$ cat src/rtl/receive_slot_dispatcher_if.sv
`default_nettype none
// ============================================================================
//  Module      : receive_slot_dispatcher_if
//  Description : Bundle between the UDP payload parser, the receive slots and
//                the slot dispatcher.
//                Parser side : in_data, in_data_enable, in_start, in_last,
//                              in_error, in_ipv4_flags, in_ipv4_identification
//                Slot side   : slot_ready (in); slot_data, slot_data_enable,
//                              slot_good_packet, slot_bad_packet,
//                              slot_ipv4_flags, slot_ipv4_identification (out)
//                Status      : busy, drop_count
//                The master modport is the environment, the slave modport is
//                the dispatcher.
//  Revision    : 1.0 - initial release
// ============================================================================
interface receive_slot_dispatcher_if #(
  parameter int SLOT_COUNT = 4
);
  logic [7:0]            in_data;
  logic                  in_data_enable;
  logic                  in_start;
  logic                  in_last;
  logic                  in_error;
  logic [15:0]           in_ipv4_flags;
  logic [15:0]           in_ipv4_identification;
  logic [SLOT_COUNT-1:0] slot_ready;

  logic [7:0]            slot_data;
  logic [SLOT_COUNT-1:0] slot_data_enable;
  logic [SLOT_COUNT-1:0] slot_good_packet;
  logic [SLOT_COUNT-1:0] slot_bad_packet;
  logic [15:0]           slot_ipv4_flags;
  logic [15:0]           slot_ipv4_identification;
  logic                  busy;
  logic [15:0]           drop_count;

  modport master (
    output in_data, in_data_enable, in_start, in_last, in_error,
           in_ipv4_flags, in_ipv4_identification, slot_ready,
    input  slot_data, slot_data_enable, slot_good_packet, slot_bad_packet,
           slot_ipv4_flags, slot_ipv4_identification, busy, drop_count
  );

  modport slave (
    input  in_data, in_data_enable, in_start, in_last, in_error,
           in_ipv4_flags, in_ipv4_identification, slot_ready,
    output slot_data, slot_data_enable, slot_good_packet, slot_bad_packet,
           slot_ipv4_flags, slot_ipv4_identification, busy, drop_count
  );
endinterface
`default_nettype wire

$ cat src/rtl/receive_slot_dispatcher.sv
`default_nettype none
// ============================================================================
//  Module      : receive_slot_dispatcher
//  Description : Steers UDP payload bytes from the parser into one of
//                SLOT_COUNT receive slots. Each packet is written to the
//                lowest-index idle, unreserved slot and closed with a one-cycle
//                good (commit) or bad (discard) pulse two cycles after the
//                terminating byte. Packets that find no slot are swallowed
//                and counted in drop_count.
//  Ports       : clock - single rising-edge clock
//                reset - synchronous active-high reset
//                bus   - receive_slot_dispatcher_if.slave (parser inputs,
//                        slot_ready, slot write/pulse/metadata outputs, busy,
//                        drop_count); all outputs are registered
//  Revision    : 1.0 - initial release
// ============================================================================
module receive_slot_dispatcher #(
  parameter int SLOT_COUNT  = 4,
  parameter int MAX_PAYLOAD = 1024
) (
  input wire logic                   clock,
  input wire logic                   reset,
  receive_slot_dispatcher_if.slave   bus
);

  localparam int IDX_W = $clog2(SLOT_COUNT);
  localparam int BC_W  = $clog2(MAX_PAYLOAD + 1);
  localparam logic [BC_W-1:0]       MAX_BC   = BC_W'(MAX_PAYLOAD);
  localparam logic [SLOT_COUNT-1:0] ONE_SLOT = {{(SLOT_COUNT-1){1'b0}}, 1'b1};

  typedef enum logic [1:0] {
    S_IDLE    = 2'd0,
    S_FORWARD = 2'd1,
    S_DISCARD = 2'd2
  } state_t;

  state_t                state_q;
  logic [IDX_W-1:0]      slot_idx_q;
  logic [BC_W-1:0]       byte_count_q;
  logic [SLOT_COUNT-1:0] reserved_q;
  logic [1:0]            rel_cnt_q [SLOT_COUNT];

  // Terminating decision is taken one cycle before the pulse so that the
  // pulse trails the final slot write by one cycle. The slot index is kept
  // separately because a back-to-back packet may already have re-targeted
  // slot_idx_q by the time the pulse goes out.
  logic                  pend_good_q;
  logic                  pend_bad_q;
  logic [IDX_W-1:0]      pend_idx_q;

  logic [7:0]            slot_data_q;
  logic [SLOT_COUNT-1:0] slot_data_enable_q;
  logic [SLOT_COUNT-1:0] slot_good_packet_q;
  logic [SLOT_COUNT-1:0] slot_bad_packet_q;
  logic [15:0]           slot_ipv4_flags_q;
  logic [15:0]           slot_ipv4_identification_q;
  logic                  busy_q;
  logic [15:0]           drop_count_q;

  logic [SLOT_COUNT-1:0] w_avail;
  logic [IDX_W-1:0]      w_sel_idx;
  logic                  w_any_avail;
  logic [SLOT_COUNT-1:0] w_sel_onehot;
  logic [SLOT_COUNT-1:0] w_cur_onehot;
  logic [SLOT_COUNT-1:0] w_pend_onehot;

  assign w_avail       = bus.slot_ready & ~reserved_q;
  assign w_sel_onehot  = ONE_SLOT << w_sel_idx;
  assign w_cur_onehot  = ONE_SLOT << slot_idx_q;
  assign w_pend_onehot = ONE_SLOT << pend_idx_q;

  // Lowest-index available slot: scan downwards so the last hit wins.
  always_comb begin
    w_sel_idx   = '0;
    w_any_avail = 1'b0;
    for (int k = SLOT_COUNT - 1; k >= 0; k--) begin
      if (w_avail[k]) begin
        w_sel_idx   = IDX_W'(k);
        w_any_avail = 1'b1;
      end
    end
  end

  always_ff @(posedge clock) begin
    if (reset) begin
      state_q                    <= S_IDLE;
      slot_idx_q                 <= '0;
      byte_count_q               <= '0;
      reserved_q                 <= '0;
      for (int k = 0; k < SLOT_COUNT; k++) rel_cnt_q[k] <= 2'd0;
      pend_good_q                <= 1'b0;
      pend_bad_q                 <= 1'b0;
      pend_idx_q                 <= '0;
      slot_data_q                <= 8'd0;
      slot_data_enable_q         <= '0;
      slot_good_packet_q         <= '0;
      slot_bad_packet_q          <= '0;
      slot_ipv4_flags_q          <= 16'd0;
      slot_ipv4_identification_q <= 16'd0;
      busy_q                     <= 1'b0;
      drop_count_q               <= 16'd0;
    end else begin
      slot_data_enable_q <= '0;
      slot_good_packet_q <= pend_good_q ? w_pend_onehot : '0;
      slot_bad_packet_q  <= pend_bad_q  ? w_pend_onehot : '0;
      pend_good_q        <= 1'b0;
      pend_bad_q         <= 1'b0;

      // Hold the reservation for 3 cycles past the pulse: the slot only
      // drops slot_ready through its own register after it sees the pulse.
      for (int k = 0; k < SLOT_COUNT; k++) begin
        if ((pend_good_q || pend_bad_q) && (pend_idx_q == IDX_W'(k))) begin
          rel_cnt_q[k] <= 2'd3;
        end else if (rel_cnt_q[k] != 2'd0) begin
          rel_cnt_q[k] <= rel_cnt_q[k] - 2'd1;
          if (rel_cnt_q[k] == 2'd1) reserved_q[k] <= 1'b0;
        end
      end

      if (bus.in_data_enable) begin
        case (state_q)
          S_IDLE: begin
            if (bus.in_start) begin
              if (w_any_avail) begin
                slot_idx_q                 <= w_sel_idx;
                pend_idx_q                 <= w_sel_idx;
                reserved_q[w_sel_idx]      <= 1'b1;
                slot_ipv4_flags_q          <= bus.in_ipv4_flags;
                slot_ipv4_identification_q <= bus.in_ipv4_identification;
                if (bus.in_error) begin
                  // Corrupt first byte: slot is claimed only to receive the
                  // discard pulse; nothing is written.
                  byte_count_q <= '0;
                  pend_bad_q   <= 1'b1;
                  state_q      <= bus.in_last ? S_IDLE : S_DISCARD;
                  busy_q       <= !bus.in_last;
                end else begin
                  byte_count_q       <= BC_W'(1);
                  slot_data_q        <= bus.in_data;
                  slot_data_enable_q <= w_sel_onehot;
                  pend_good_q        <= bus.in_last;
                  state_q            <= bus.in_last ? S_IDLE : S_FORWARD;
                  busy_q             <= !bus.in_last;
                end
              end else begin
                if (drop_count_q != 16'hFFFF) drop_count_q <= drop_count_q + 16'd1;
                state_q <= bus.in_last ? S_IDLE : S_DISCARD;
                busy_q  <= !bus.in_last;
              end
            end
          end

          S_FORWARD: begin
            pend_idx_q <= slot_idx_q;
            if (bus.in_start) begin
              // A new packet started before the current one ended: close the
              // current one as bad and swallow the newcomer.
              pend_bad_q <= 1'b1;
              if (drop_count_q != 16'hFFFF) drop_count_q <= drop_count_q + 16'd1;
              state_q <= bus.in_last ? S_IDLE : S_DISCARD;
              busy_q  <= !bus.in_last;
            end else if (bus.in_error || (byte_count_q == MAX_BC)) begin
              // Error or one byte beyond the slot depth: never written.
              pend_bad_q <= 1'b1;
              state_q    <= bus.in_last ? S_IDLE : S_DISCARD;
              busy_q     <= !bus.in_last;
            end else begin
              byte_count_q       <= byte_count_q + BC_W'(1);
              slot_data_q        <= bus.in_data;
              slot_data_enable_q <= w_cur_onehot;
              if (bus.in_last) begin
                pend_good_q <= 1'b1;
                state_q     <= S_IDLE;
                busy_q      <= 1'b0;
              end
            end
          end

          S_DISCARD: begin
            if (bus.in_last) begin
              state_q <= S_IDLE;
              busy_q  <= 1'b0;
            end
          end

          default: begin
            state_q <= S_IDLE;
            busy_q  <= 1'b0;
          end
        endcase
      end
    end
  end

  assign bus.slot_data                = slot_data_q;
  assign bus.slot_data_enable         = slot_data_enable_q;
  assign bus.slot_good_packet         = slot_good_packet_q;
  assign bus.slot_bad_packet          = slot_bad_packet_q;
  assign bus.slot_ipv4_flags          = slot_ipv4_flags_q;
  assign bus.slot_ipv4_identification = slot_ipv4_identification_q;
  assign bus.busy                     = busy_q;
  assign bus.drop_count               = drop_count_q;

endmodule
`default_nettype wire

$ cat src/flat_wrapper.sv
// flat-port wrapper written by rule: the top's interface ports become plain ports
module receive_slot_dispatcher_flat 
#(
  parameter int SLOT_COUNT  = 4,
  parameter int MAX_PAYLOAD = 1024
)
  (clock, reset, bus_in_data, bus_in_data_enable, bus_in_start, bus_in_last, bus_in_error, bus_in_ipv4_flags, bus_in_ipv4_identification, bus_slot_ready, bus_slot_data, bus_slot_data_enable, bus_slot_good_packet, bus_slot_bad_packet, bus_slot_ipv4_flags, bus_slot_ipv4_identification, bus_busy, bus_drop_count);
  receive_slot_dispatcher_if #(.SLOT_COUNT(SLOT_COUNT)) bus_i ();
  input wire logic clock;
  input wire logic reset;
  input wire logic [$bits(bus_i.in_data)-1:0] bus_in_data;
  input wire logic [$bits(bus_i.in_data_enable)-1:0] bus_in_data_enable;
  input wire logic [$bits(bus_i.in_start)-1:0] bus_in_start;
  input wire logic [$bits(bus_i.in_last)-1:0] bus_in_last;
  input wire logic [$bits(bus_i.in_error)-1:0] bus_in_error;
  input wire logic [$bits(bus_i.in_ipv4_flags)-1:0] bus_in_ipv4_flags;
  input wire logic [$bits(bus_i.in_ipv4_identification)-1:0] bus_in_ipv4_identification;
  input wire logic [$bits(bus_i.slot_ready)-1:0] bus_slot_ready;
  output wire logic [$bits(bus_i.slot_data)-1:0] bus_slot_data;
  output wire logic [$bits(bus_i.slot_data_enable)-1:0] bus_slot_data_enable;
  output wire logic [$bits(bus_i.slot_good_packet)-1:0] bus_slot_good_packet;
  output wire logic [$bits(bus_i.slot_bad_packet)-1:0] bus_slot_bad_packet;
  output wire logic [$bits(bus_i.slot_ipv4_flags)-1:0] bus_slot_ipv4_flags;
  output wire logic [$bits(bus_i.slot_ipv4_identification)-1:0] bus_slot_ipv4_identification;
  output wire logic [$bits(bus_i.busy)-1:0] bus_busy;
  output wire logic [$bits(bus_i.drop_count)-1:0] bus_drop_count;
  assign bus_i.in_data = bus_in_data;
  assign bus_i.in_data_enable = bus_in_data_enable;
  assign bus_i.in_start = bus_in_start;
  assign bus_i.in_last = bus_in_last;
  assign bus_i.in_error = bus_in_error;
  assign bus_i.in_ipv4_flags = bus_in_ipv4_flags;
  assign bus_i.in_ipv4_identification = bus_in_ipv4_identification;
  assign bus_i.slot_ready = bus_slot_ready;
  assign bus_slot_data = bus_i.slot_data;
  assign bus_slot_data_enable = bus_i.slot_data_enable;
  assign bus_slot_good_packet = bus_i.slot_good_packet;
  assign bus_slot_bad_packet = bus_i.slot_bad_packet;
  assign bus_slot_ipv4_flags = bus_i.slot_ipv4_flags;
  assign bus_slot_ipv4_identification = bus_i.slot_ipv4_identification;
  assign bus_busy = bus_i.busy;
  assign bus_drop_count = bus_i.drop_count;
  receive_slot_dispatcher #(.SLOT_COUNT(SLOT_COUNT), .MAX_PAYLOAD(MAX_PAYLOAD)) u_core (.clock(clock), .reset(reset), .bus(bus_i));
endmodule
$ cat config.mk
export PLATFORM = sky130hd
export DESIGN_NAME = receive_slot_dispatcher_flat
export DESIGN_NICKNAME = d
export VERILOG_FILES = /design/src/rtl/receive_slot_dispatcher_if.sv /design/src/rtl/receive_slot_dispatcher.sv /design/src/flat_wrapper.sv
export SDC_FILE = /design/constraint.sdc
export NUM_CORES = 1
export LEC_CHECK = 0
export CORE_AREA = 5 5 105 107
export DETAILED_ROUTE_END_ITERATION = 6
export DIE_AREA = 0 0 110 112
export GPL_TIMING_DRIVEN = 0
export PLACE_DENSITY_LB_ADDON = 0.3
export SYNTH_ARGS = -nofsm -noshare
export SYNTH_HDL_FRONTEND = slang
export SYNTH_SLANG_ARGS = --single-unit
$ cat constraint.sdc
create_clock -name clock -period 2.2 [get_ports clock]
set_input_delay 0.44 -clock clock [delete_from_list [all_inputs] [get_ports clock]]
set_output_delay 0.44 -clock clock [all_outputs]
set_load 0.03 [all_outputs]
* Word level (Yosys, flattened, before mapping)
Memories as Yosys holds them, arrays and structs flattened.
Cells that the tools add are included.
** Operators by class
- Reductions and logical operators :: 24
- $lt $le $gt $ge :: 2
- $add $sub $neg :: 6
- Muxes and demuxes :: 121
- Eq/ne operators :: 18
- Shifts and indexed selects :: 3
- Bitwise logic cells :: 14
** Operators with widths (count)
- 2-to-1 mux 1 bit :: 68
- 2-to-1 mux 16 bit :: 4
- 2-to-1 mux 11 bit :: 4
- 2-to-1 mux 2 bit :: 21
- 2-to-1 mux 8 bit :: 5
- 2-to-1 mux 4 bit :: 9
- case mux 16 bit (2 select lines) :: 1
- case mux 11 bit (2 select lines) :: 1
- adder 16 x 1 -> 16 bit, second input constant :: 1
- != test 16 bit, second input constant :: 1
- case mux 8 bit (2 select lines) :: 1
- equality test 2 x 1 -> 1 bit, second input constant :: 6
- != test 2 bit, second input constant :: 6
- << shifter 1 x 2 -> 4 bit, first input constant :: 3
- adder 11 x 1 -> 11 bit, second input constant :: 1
- equality test 11 bit, second input constant :: 1
- nonzero test 2 bit :: 5
- bitwise OR 1 bit :: 8
- case mux 4 bit (2 select lines) :: 1
- AND reduction 4 bit :: 2
- subtractor 2 x 1 -> 2 bit, second input constant :: 4
- AND reduction 7 bit :: 1
- equality test 2 bit, second input constant :: 3
- case mux 2 bit (3 select lines) :: 1
- other kinds (19) :: 30
** Storage, ports and cells
- Flip-flop bits (word level) :: 92
- RAM bits :: 8
- Memories kept :: 1
- Input bits :: 50
- Word-level logic and storage cells :: 204
** Memory list
- u_core.rel_cnt_q :: words 4, bits a word 2, rd ports 4, clocked after memory_dff 0, write ports 4, RTL line receive_slot_dispatcher.sv:41 : logic [1:0] rel_cnt_q [SLOT_COUNT];

* Logic depth before layout (Yosys ltp)
Gate-level depths: netlist of the first run.
- Word-level depth :: 15
- Gate-level depth with buffers :: 9
- Mapped depth without buffers :: 7

* Least setup slack after synthesis of the first run
Ideal clock, no wire load.
- Path type :: reg2reg
- Start :: register u_core.byte_count_q[0]
- End :: register u_core.byte_count_q[10]
- Setup time :: 0.070 ns
- Data arrival time :: 1.899 ns
- Buffers on the path :: 1
- Period minus slack after synthesis :: 1.969 ns
- Cell stages (with the launch flop) :: 9
- Path slack :: 0.231 ns
- Required time :: 2.130 ns
- Cell sequence :: dfxtp_1 > inv_1 > ha_1 > nor4bb_1 > a311oi_2 > o22ai_1 > buf_2 > or4_1 > a21oi_1
** Between the ends
- Word-level cells in the longest chain between the ends :: 4
- Elaborated cells between the ends (all ways) :: 8
** Ends and longest elaborated chain
- start, declared :: RTL line receive_slot_dispatcher.sv:39 : logic [BC_W-1:0] byte_count_q;
- start signal, assigned :: RTL line receive_slot_dispatcher.sv:168 : byte_count_q <= byte_count_q + BC_W'(1);
- adder 11 x 1 -> 11 bit or equality test 11 bit (tied branches) :: RTL line receive_slot_dispatcher.sv:168, receive_slot_dispatcher.sv:162
- 2-to-1 mux 11 bit or logical OR 1 bit (tied branches) :: RTL line receive_slot_dispatcher.sv:162 : end else if (bus.in_error || (byte_count_q == MAX_BC)) begin
- 2-to-1 mux 11 bit or != test 2 bit (tied branches)
- case mux 11 bit (2 select lines) or AND reduction 6 bit (tied branches)
Parallel ways exist; a longest one is shown, timed or not. The select of a mux whose other input is x is not followed.
A chain may end at the register's enable or synchronous reset.

* Worst setup path in the final report of the first run
Same ends and word-level chain as after synthesis.

==> results.cfg, run 1 <==
[run_status]
status = complete, no violations

[power_and_ir_drop]
pwr-share-seq = 0.517
p_sw_mw = 1.148
powerDensity_nw_per_um2 = 655.5
clkPwrFrac = 0.278
ir_drop_uv = 568.1
power_frac_comb = 0.205
p_int_mw = 2.782
cellLeakagePower_nw = 2.089
swShare = 0.2920

[route]
routed_wl_um = 11340
routed-via-count = 4136
drtAntennaViolNets = 0
dr.pass1.iters = 4
wire_per_inst_um = 14.46
first_iter_violations = 276
vias_per_cell = 5.276
drc = 0

[clocking]
cts.sinks = 100
htree_levels = 3
cts_root_buf = clkbuf_8
cts.clk_slew.worst_paths_ps = 100
clk-insertion-delay-late_ps = 370
clock_path_buffers = 2
cts_buffers = 9
tritoncts = done

[setup_path]
cp-end-kind = flop
cp.arrival_ps = 2410
r2r_slack_ps = 90
crit_required_ps = 2500
critPathLaunchType = flop
crit_fanout = 9
critical_path_class = flop to flop

[synth]
ys_seq_elements = 100
netlist.area_leader.share = 0.4217
yosysWarnings = 0
synth_commonest_cells = dfxtp_1 (92), nand2_1 (90), a21oi_1 (72), nor2_1 (31), o21ai_0 (20)
yosys.area.top_type = dfxtp_1
synth_fp_nets = 574
yosysMostFrequentCell = dfxtp_1
synth_area_leaders = dfxtp_1 (42%), a21oi_1 (8.2%), nand2_1 (7.7%), edfxtp_1 (5.5%), ha_1 (2.9%)
synth-seq-area-share = 0.4767
synth-main-ff-cell = dfxtp_1
synth_area_um2 = 4368
syn_inst = 514
async_flop_share = 0
avgSynthCellArea_um2 = 8.498
ys_types = 56
synth_edf_count = 8

[die]
dieHeight_um = 112
die_area_um2 = 12320
num_rows = 37
start_util = 0.4348
die_w_um = 110
core-area_um2 = 10050
ios = 119

[finish]
final_cells = 784
fin_area_um2 = 5996
diodes = 0
ff_latch_area_um2 = 2087
areaGrowthSynthToFinish_pct = 37.27
utilization = 0.5968
drive_gt1_frac = 0.1019
n_fill_cell = 905
multi_input_area_um2 = 2167
layout.nets = 703

[place]
portBuffers = 117
place_inst = 767
dpl_worst_slack_ps = -387.2
hpwl_um = 8662
gp_congestion = 0.9020
place_area_um2 = 5709

[sta]
final-hold-violation-count = 0
relSlewSlack = 0.6058
slew_viol_final = 0
rsz0062_at_grt = yes
tightest_slew_ps = 585.9
fin_crit_ps = 2114
max_freq_ghz = 0.4731
fin_crit_sh = 0.9607
worst_slack_ps = 86.49
setup_viol_count_final = 0
skew_ps = 14.82
setup_tns_ps = 0

[global_route]
grt_max_degree = 19
antenna_found_initial = 0
grt_pass1_vias = 3993
grt_overflow = 0
grt_pass1_wl_um = 18470
grt_usage = 0.1841

[flow_run]
max-cap-violations = 0

[min_path]
min_path_type = flop to flop
registers in the layout (all words and copies together) (netlist names), 2 cells and up:
name / flops
u_core.bus.drop_count: 16
u_core.bus.slot_bad_packet: 4
u_core.bus.slot_data: 8
u_core.bus.slot_data_enable: 4
u_core.bus.slot_good_packet: 4
u_core.bus.slot_ipv4_flags: 16
u_core.bus.slot_ipv4_identification: 16
u_core.byte_count_q: 11
u_core.pend_idx_q: 2
u_core.rel_cnt_q: 8
u_core.reserved_q: 4
u_core.slot_idx_q: 2
u_core.state_q: 2
timing repair:
action                                 4_1_cts  5_1_grt
hold buffers                                 0        0
buffers inserted                             1        1
endpoints found under the hold margin        0        0
resized for setup                            4       21
setup endpoints to repair                   14       33
pin swaps                                    1        4
worst paths after layout:
check	from	to	depth (start not counted)
max reg2reg	u_core.byte_count_q[0]	u_core.byte_count_q[10]	8
min	u_core.bus.slot_ipv4_identification[10]	u_core.bus.slot_ipv4_identification[10]	2
max	u_core.byte_count_q[0]	u_core.byte_count_q[10]	8
min reg2reg	u_core.bus.slot_ipv4_identification[10]	u_core.bus.slot_ipv4_identification[10]	2
cells by family after synthesis:
family | count (synthesis) | synth area share
AND/OR/NAND/NOR | 227 | 0.2670
buffers and inverters | 45 | 0.04411
XOR/XNOR | 2 | 0.004011
multiplexers | 8 | 0.01833
AO/OA/AOI/OAI | 122 | 0.1613
adder cells (fa/ha/maj) | 10 | 0.02865
flip-flops | 100 | 0.4767
metrics by stage:
| step | hold WS [ps] | power (mW) |
|---|---|---|
| floorplan | 446.6 | 2.565 |
| CTS | 462.9 | 3.961 |
| detailed placement | 448.8 | 2.865 |
| global placement | 442.1 | 2.815 |
| finish | 461.1 | 3.930 |
| global route | 480.1 | 4.121 |
power by group through the flow:
stage	combinational [mW]	clock, mW	sequential, mW
after detailed placement	0.790	0	2.08
after global routing	0.887	1.19	2.05
after global placement	0.746	0	2.07
final	0.805	1.09	2.03
after CTS	0.798	1.13	2.03
after floorplan	0.427	0	2.14
cells in the final DEF (no fill, tap or decap), types with 5 or more instances in the layout:
cell type and n:
or3_1 16, mux2i_1 8, nor3_1 9, o31ai_1 5
nand3b_1 5, buf_2 5, and3_1 6, or2_2 13
nor2_1 31, clkdlybuf4s50_1 116, clkbuf_1 13, clkbuf_8 9
dfxtp_1 90, nand3_1 13, ha_1 10, inv_1 18
nand2b_1 8, edfxtp_1 8, nand2_1 90, nand4_1 7
a21oi_1 68, o21ai_0 20
area by class of cell:
class	instances	area share
Buffer	26	0.02233
Clock buffer	9	0.02066
Clock inverter	7	0.009599
Inverter	18	0.01127
Multi-Input combinational cell	369	0.3614
Sequential cell	100	0.3481
Tap cell	136	0.02838
Timing Repair Buffer	119	0.1982
worst max-delay path, cell delays in order, from the launching register on:
cell,delay (ps)
dfxtp_4,370
inv_1,70
ha_1,190
nor4bb_4,160
a311oi_2,310
o22ai_2,150
buf_6,160
or4_1,530
a21oi_2,120
per-layer routing:
layer  GRT usage  share of wire  vias to the layer above
met5           0              0                        -
met4     0.04738         0.0096                        0
met3     0.05101          0.068                       11
met2      0.3123           0.50                      126
met1      0.2278           0.43                     1944
li1            -              -                     2055
Note: power is estimated with default switching activity, not from simulation.
==> run 2, diff against run 1 <==
--- a/config.mk
+++ b/config.mk
@@ -7,5 +7,5 @@
 export LEC_CHECK = 0
-export CORE_AREA = 5 5 105 107
+export CORE_AREA = 5 5 87 129
 export DETAILED_ROUTE_END_ITERATION = 6
-export DIE_AREA = 0 0 110 112
+export DIE_AREA = 0 0 92 134
 export GPL_TIMING_DRIVEN = 0
--- a/constraint.sdc
+++ b/constraint.sdc
@@ -3,2 +3,2 @@
 set_output_delay 0.44 -clock clock [all_outputs]
-set_load 0.03 [all_outputs]
+set_load 0.01 [all_outputs]
==> run 2 against run 1 <==
Worst hold slack worse by 7.6 ps. Global-route usage up 0.37 points. Total power up 8.9%. Die area about the same. Critical path type unchanged. Worst setup slack worse by 62 ps. Via count up 1.1%. Clock skew down 11 ps. Maximum frequency down 2.8%. Non-clock buffer count up 3. Clock power up 38%.
==> results.cfg, run 2 (synthesized netlist as in run 1, its figures left out) <==
[route]
routed_wl_um = 11750
dr.pass1.iters = 6
routed-via-count = 4181
drc = 0
first_iter_violations = 202
drtAntennaViolNets = 0
vias_per_cell = 5.444
wire_per_inst_um = 15.30

[clocking]
cts.clk_slew.worst_paths_ps = 70
cts_buffers = 9
tritoncts = done
htree_levels = 3
cts.sinks = 100
clk-insertion-delay-late_ps = 340
cts_root_buf = clkbuf_16
clock_path_buffers = 2

[flow_run]
max-cap-violations = 0

[sta]
worst_slack_ps = 24.49
setup_viol_count_final = 0
max_freq_ghz = 0.4597
slew_viol_final = 0
final-hold-violation-count = 0
relSlewSlack = 0.6394
tightest_slew_ps = 535.9
setup_tns_ps = 0
skew_ps = 4.057
rsz0062_at_grt = yes
fin_crit_sh = 0.9889
fin_crit_ps = 2176

[die]
die_w_um = 92
dieHeight_um = 134
ios = 119
die_area_um2 = 12330
num_rows = 45
core-area_um2 = 10020
start_util = 0.4358

[setup_path]
cpMaxStageDelayCell = or4_1
crit_required_ps = 2470
cpPeakStageDelay_ps = 510
cp_cell_sequence = inv_1 -> ha_1 -> nor4bb_4 -> a311oi_2 -> o22ai_2 -> buf_4 -> or4_1 -> a21oi_1
cp-end-kind = flop
cp.arrival_ps = 2440
crit_fanout = 5
critPathLaunchType = flop
critical_path_class = flop to flop

[global_route]
grt_pass1_wl_um = 18690
grt_max_degree = 18
antenna_found_initial = 0
grt_usage = 0.1879
grt_pass1_vias = 4079
grt_overflow = 0

[run_status]
status = complete, no violations

[place]
place_inst = 748
gp_congestion = 0.8635
dpl_worst_slack_ps = -421.5
portBuffers = 117
hpwl_um = 8852

[min_path]
min_path_type = flop to flop

[finish]
drive_gt1_frac = 0.09985
layout_common_cells = clkdlybuf4s50_1 (116), nand2_1 (90), dfxtp_1 (90)
layout.nets = 706
final_cells = 768
diodes = 0
areaGrowthSynthToFinish_pct = 39.30
n_fill_cell = 888
utilization = 0.6071
layout_commonest_cell = clkdlybuf4s50_1

[power_and_ir_drop]
ir_drop_uv = 457.0
cellLeakagePower_nw = 2.154
powerDensity_nw_per_um2 = 703.5
p_total_mw = 4.281
==> run 2: worst max-delay path, delay by kind of cell, from the launching register on <==
| kind | cells | cell delay (ps) |
|---|---|---|
| AOI/OAI and AO/OA | 3 | 650 |
| buffers and inverters | 2 | 240 |
| and+or+nand+nor | 2 | 670 |
| adders and majority gates | 1 | 170 |
| DFF | 1 | 380 |
==> run 2: path summary, 6_finish.rpt <==
kind | startpoint | endpoint | slack (ps) | depth (start not counted)
max | u_core.byte_count_q[1] | u_core.byte_count_q[10] | 20 | 8
max reg2reg | u_core.byte_count_q[1] | u_core.byte_count_q[10] | 20 | 8
min | u_core.bus.slot_ipv4_flags[5] | u_core.bus.slot_ipv4_flags[5] | 450 | 2
min reg2reg | u_core.bus.slot_ipv4_flags[5] | u_core.bus.slot_ipv4_flags[5] | 450 | 2
==> run 2: final cells by class <==
class                           count  area (um^2)  share of cell area
Multi-Input combinational cell    369         2150              0.3533
Sequential cell                   100         2085              0.3426
Timing Repair Buffer              122         1211              0.1991
Clock buffer                       11        254.0             0.04174
Tap cell                          117        146.4             0.02406
Buffer                             26        136.4             0.02241
Inverter                           18        67.56             0.01110
Clock inverter                      5        35.03            0.005758
==> run 2: per-layer routing <==
| layer | track usage | wire length [um] |
|---|---|---|
| met3 | 0.02918 | 545 |
| met1 | 0.2036 | 4381 |
| met5 | 0 | 0 |
| met2 | 0.3337 | 6277 |
| met4 | 0.1256 | 544 |
==> run 2: report_power, final <==
part	total [mW]	switching (mW)	internal (mW)
Clock	1.50	0.664	0.838
Combinational	0.746	0.361	0.385
Sequential	2.03	0.0587	1.98
Total	4.28	1.08	3.20
==> run 2: what timing repair did <==
| action | in CTS | in global routing |
|---|---|---|
| setup buffers | 0 | 4 |
| hold buffers | 0 | 0 |
| hold endpoints to repair | 0 | 0 |
| pin swaps | 0 | 2 |
| cloned | 0 | 1 |
| gates resized for setup | 6 | 19 |
| endpoints found under the setup margin | 29 | 56 |
==> run 2: stage by stage <==
| stage | hold slack, ps | area (um^2) |
|---|---|---|
| floorplan | 446.6 | 4368 |
| global placement | 441.7 | 5685 |
| detailed placement | 445.4 | 5685 |
| CTS | 454.8 | 5979 |
| global route | 474.3 | 6085 |
| finish | 453.5 | 6085 |
==> run 3, diff against run 2 <==
- CAP_MARGIN: not set -> 10
- CORE_AREA: 5 5 87 129 -> 2 2 84 126
- DIE_AREA: 0 0 92 134 -> 0 0 86 128
==> run 3 against run 2 <==
Non-clock buffer count down 4. Combinational power is 1% lower. Final cell count fell by 0.65%. Die area shrank 11%. Critical path depth is the same.
==> results.cfg, run 3 (synthesized netlist as in run 1, its figures left out) <==
[place]
place_inst = 748
hpwl_um = 8423
gp_congestion = 0.8428
portBuffers = 117
dpl_worst_slack_ps = -436.4

[clocking]
hold_buffers = 0
cts.sinks = 100
tritoncts = done
cts.clk_slew.worst_paths_ps = 70
clock_path_buffers = 2
htree_levels = 3
cts_root_buf = clkbuf_16
clk-insertion-delay-late_ps = 350
cts_buffers = 9

[power_and_ir_drop]
cellLeakagePower_nw = 2.137
clkPwrFrac = 0.361
p_total_mw = 4.333
powerDensity_nw_per_um2 = 717.2
ir_drop_uv = 431.4
p_int_mw = 3.218
power_frac_comb = 0.170
p_sw_mw = 1.115
swShare = 0.2574
pwr-share-seq = 0.469

[setup_path]
crit_required_ps = 2480
cp-end-kind = flop
crit_fanout = 10
critPathLaunchType = flop
critical_path_class = flop to flop
cp.arrival_ps = 2470

[die]
dieHeight_um = 128
die_area_um2 = 11010
ios = 119
die_w_um = 86
start_util = 0.4383
num_rows = 45
core-area_um2 = 9966

[sta]
worst_slack_ps = 8.740
final-hold-violation-count = 0
fin_crit_ps = 2191
skew_ps = 5.568
slew_viol_final = 0
setup_viol_count_final = 0
tightest_slew_ps = 555.4
max_freq_ghz = 0.4564
setup_tns_ps = 0
fin_crit_sh = 0.9960
rsz0062_at_grt = yes
relSlewSlack = 0.6297

[route]
first_iter_violations = 273
wire_per_inst_um = 14.89
routed_wl_um = 11360
drc = 0
dr.pass1.iters = 4
routed-via-count = 4104
vias_per_cell = 5.379
drtAntennaViolNets = 0

[finish]
final_cells = 763
layout_commonest_cell = clkdlybuf4s50_1
layout.nets = 702
areaGrowthSynthToFinish_pct = 38.33
drive_gt1_frac = 0.09443
diodes = 0
layout_common_cells = clkdlybuf4s50_1 (116), dfxtp_1 (90), nand2_1 (89)
utilization = 0.6063

[global_route]
grt_max_degree = 17
grt_pass1_wl_um = 18420
grt_usage = 0.2098
antenna_found_initial = 0
grt_overflow = 0
grt_pass1_vias = 3998

[min_path]
min_path_type = flop to flop

[run_status]
status = complete, no violations

[flow_run]
max-cap-violations = 0
## run 3: area by class of cell
type                    count  area (um^2)
fillers                   888         3924
multi-input cells         369         2138
flip-flops and latches    100         2085
repair buffers            118         1181
clock buffers              11        264.0
well taps                 117        146.4
plain buffers              26        128.9
inverters                  18        67.56
clock inverters             4        31.28
## run 3: worst max-delay path: stages, from the launching register on
cell and delay [ps]:
dfxtp_2 360, inv_1 80, ha_1 190, nor4bb_4 160, a311oi_2 330, o22ai_1 150
buf_2 200, or4_1 520, a21oi_1 150
## run 3: path summary, 6_finish.rpt
path / from / to / slack (ps) / depth (start not counted)
setup / recovery: u_core.byte_count_q[0] / u_core.byte_count_q[10] / 9 / 8
hold / removal: u_core.bus.slot_ipv4_flags[5] / u_core.bus.slot_ipv4_flags[5] / 460 / 2
setup reg to reg: u_core.byte_count_q[0] / u_core.byte_count_q[10] / 9 / 8
hold reg to reg: u_core.bus.slot_ipv4_flags[5] / u_core.bus.slot_ipv4_flags[5] / 460 / 2
## run 3: power groups by stage
stage                     Sequential, mW  Combinational (mW)  Clock (mW)
after floorplan                     2.08               0.427           0
after global placement              2.07               0.687           0
after detailed placement            2.07               0.727           0
after CTS                           2.03               0.736        1.59
after global routing                2.05               0.821        1.66
final                               2.03               0.737        1.56
## run 3: metal layers
metal,part of all wire,wire [um],global-route usage,vias up
met2,0.54,6143,0.3789,99
met5,0,0,0,-
met4,0.032,359,0.1139,0
met3,0.033,375,0.02576,26
li1,-,-,-,2051
met1,0.39,4486,0.2349,1928
## run 3: per-stage QoR
step                cell area, um^2  hold WS, ps
detailed placement             5685        448.1
floorplan                      4368        446.6
global route                   6042        483.4
global placement               5685        442.3
CTS                            6006        458.6
finish                         6042        455.7
## run 3: what timing repair did
action	4_1_cts	5_1_grt
hold endpoints to repair	0	0
endpoints found under the setup margin	41	53
pin swaps	1	1
buffers inserted	0	1
resized for setup	4	18
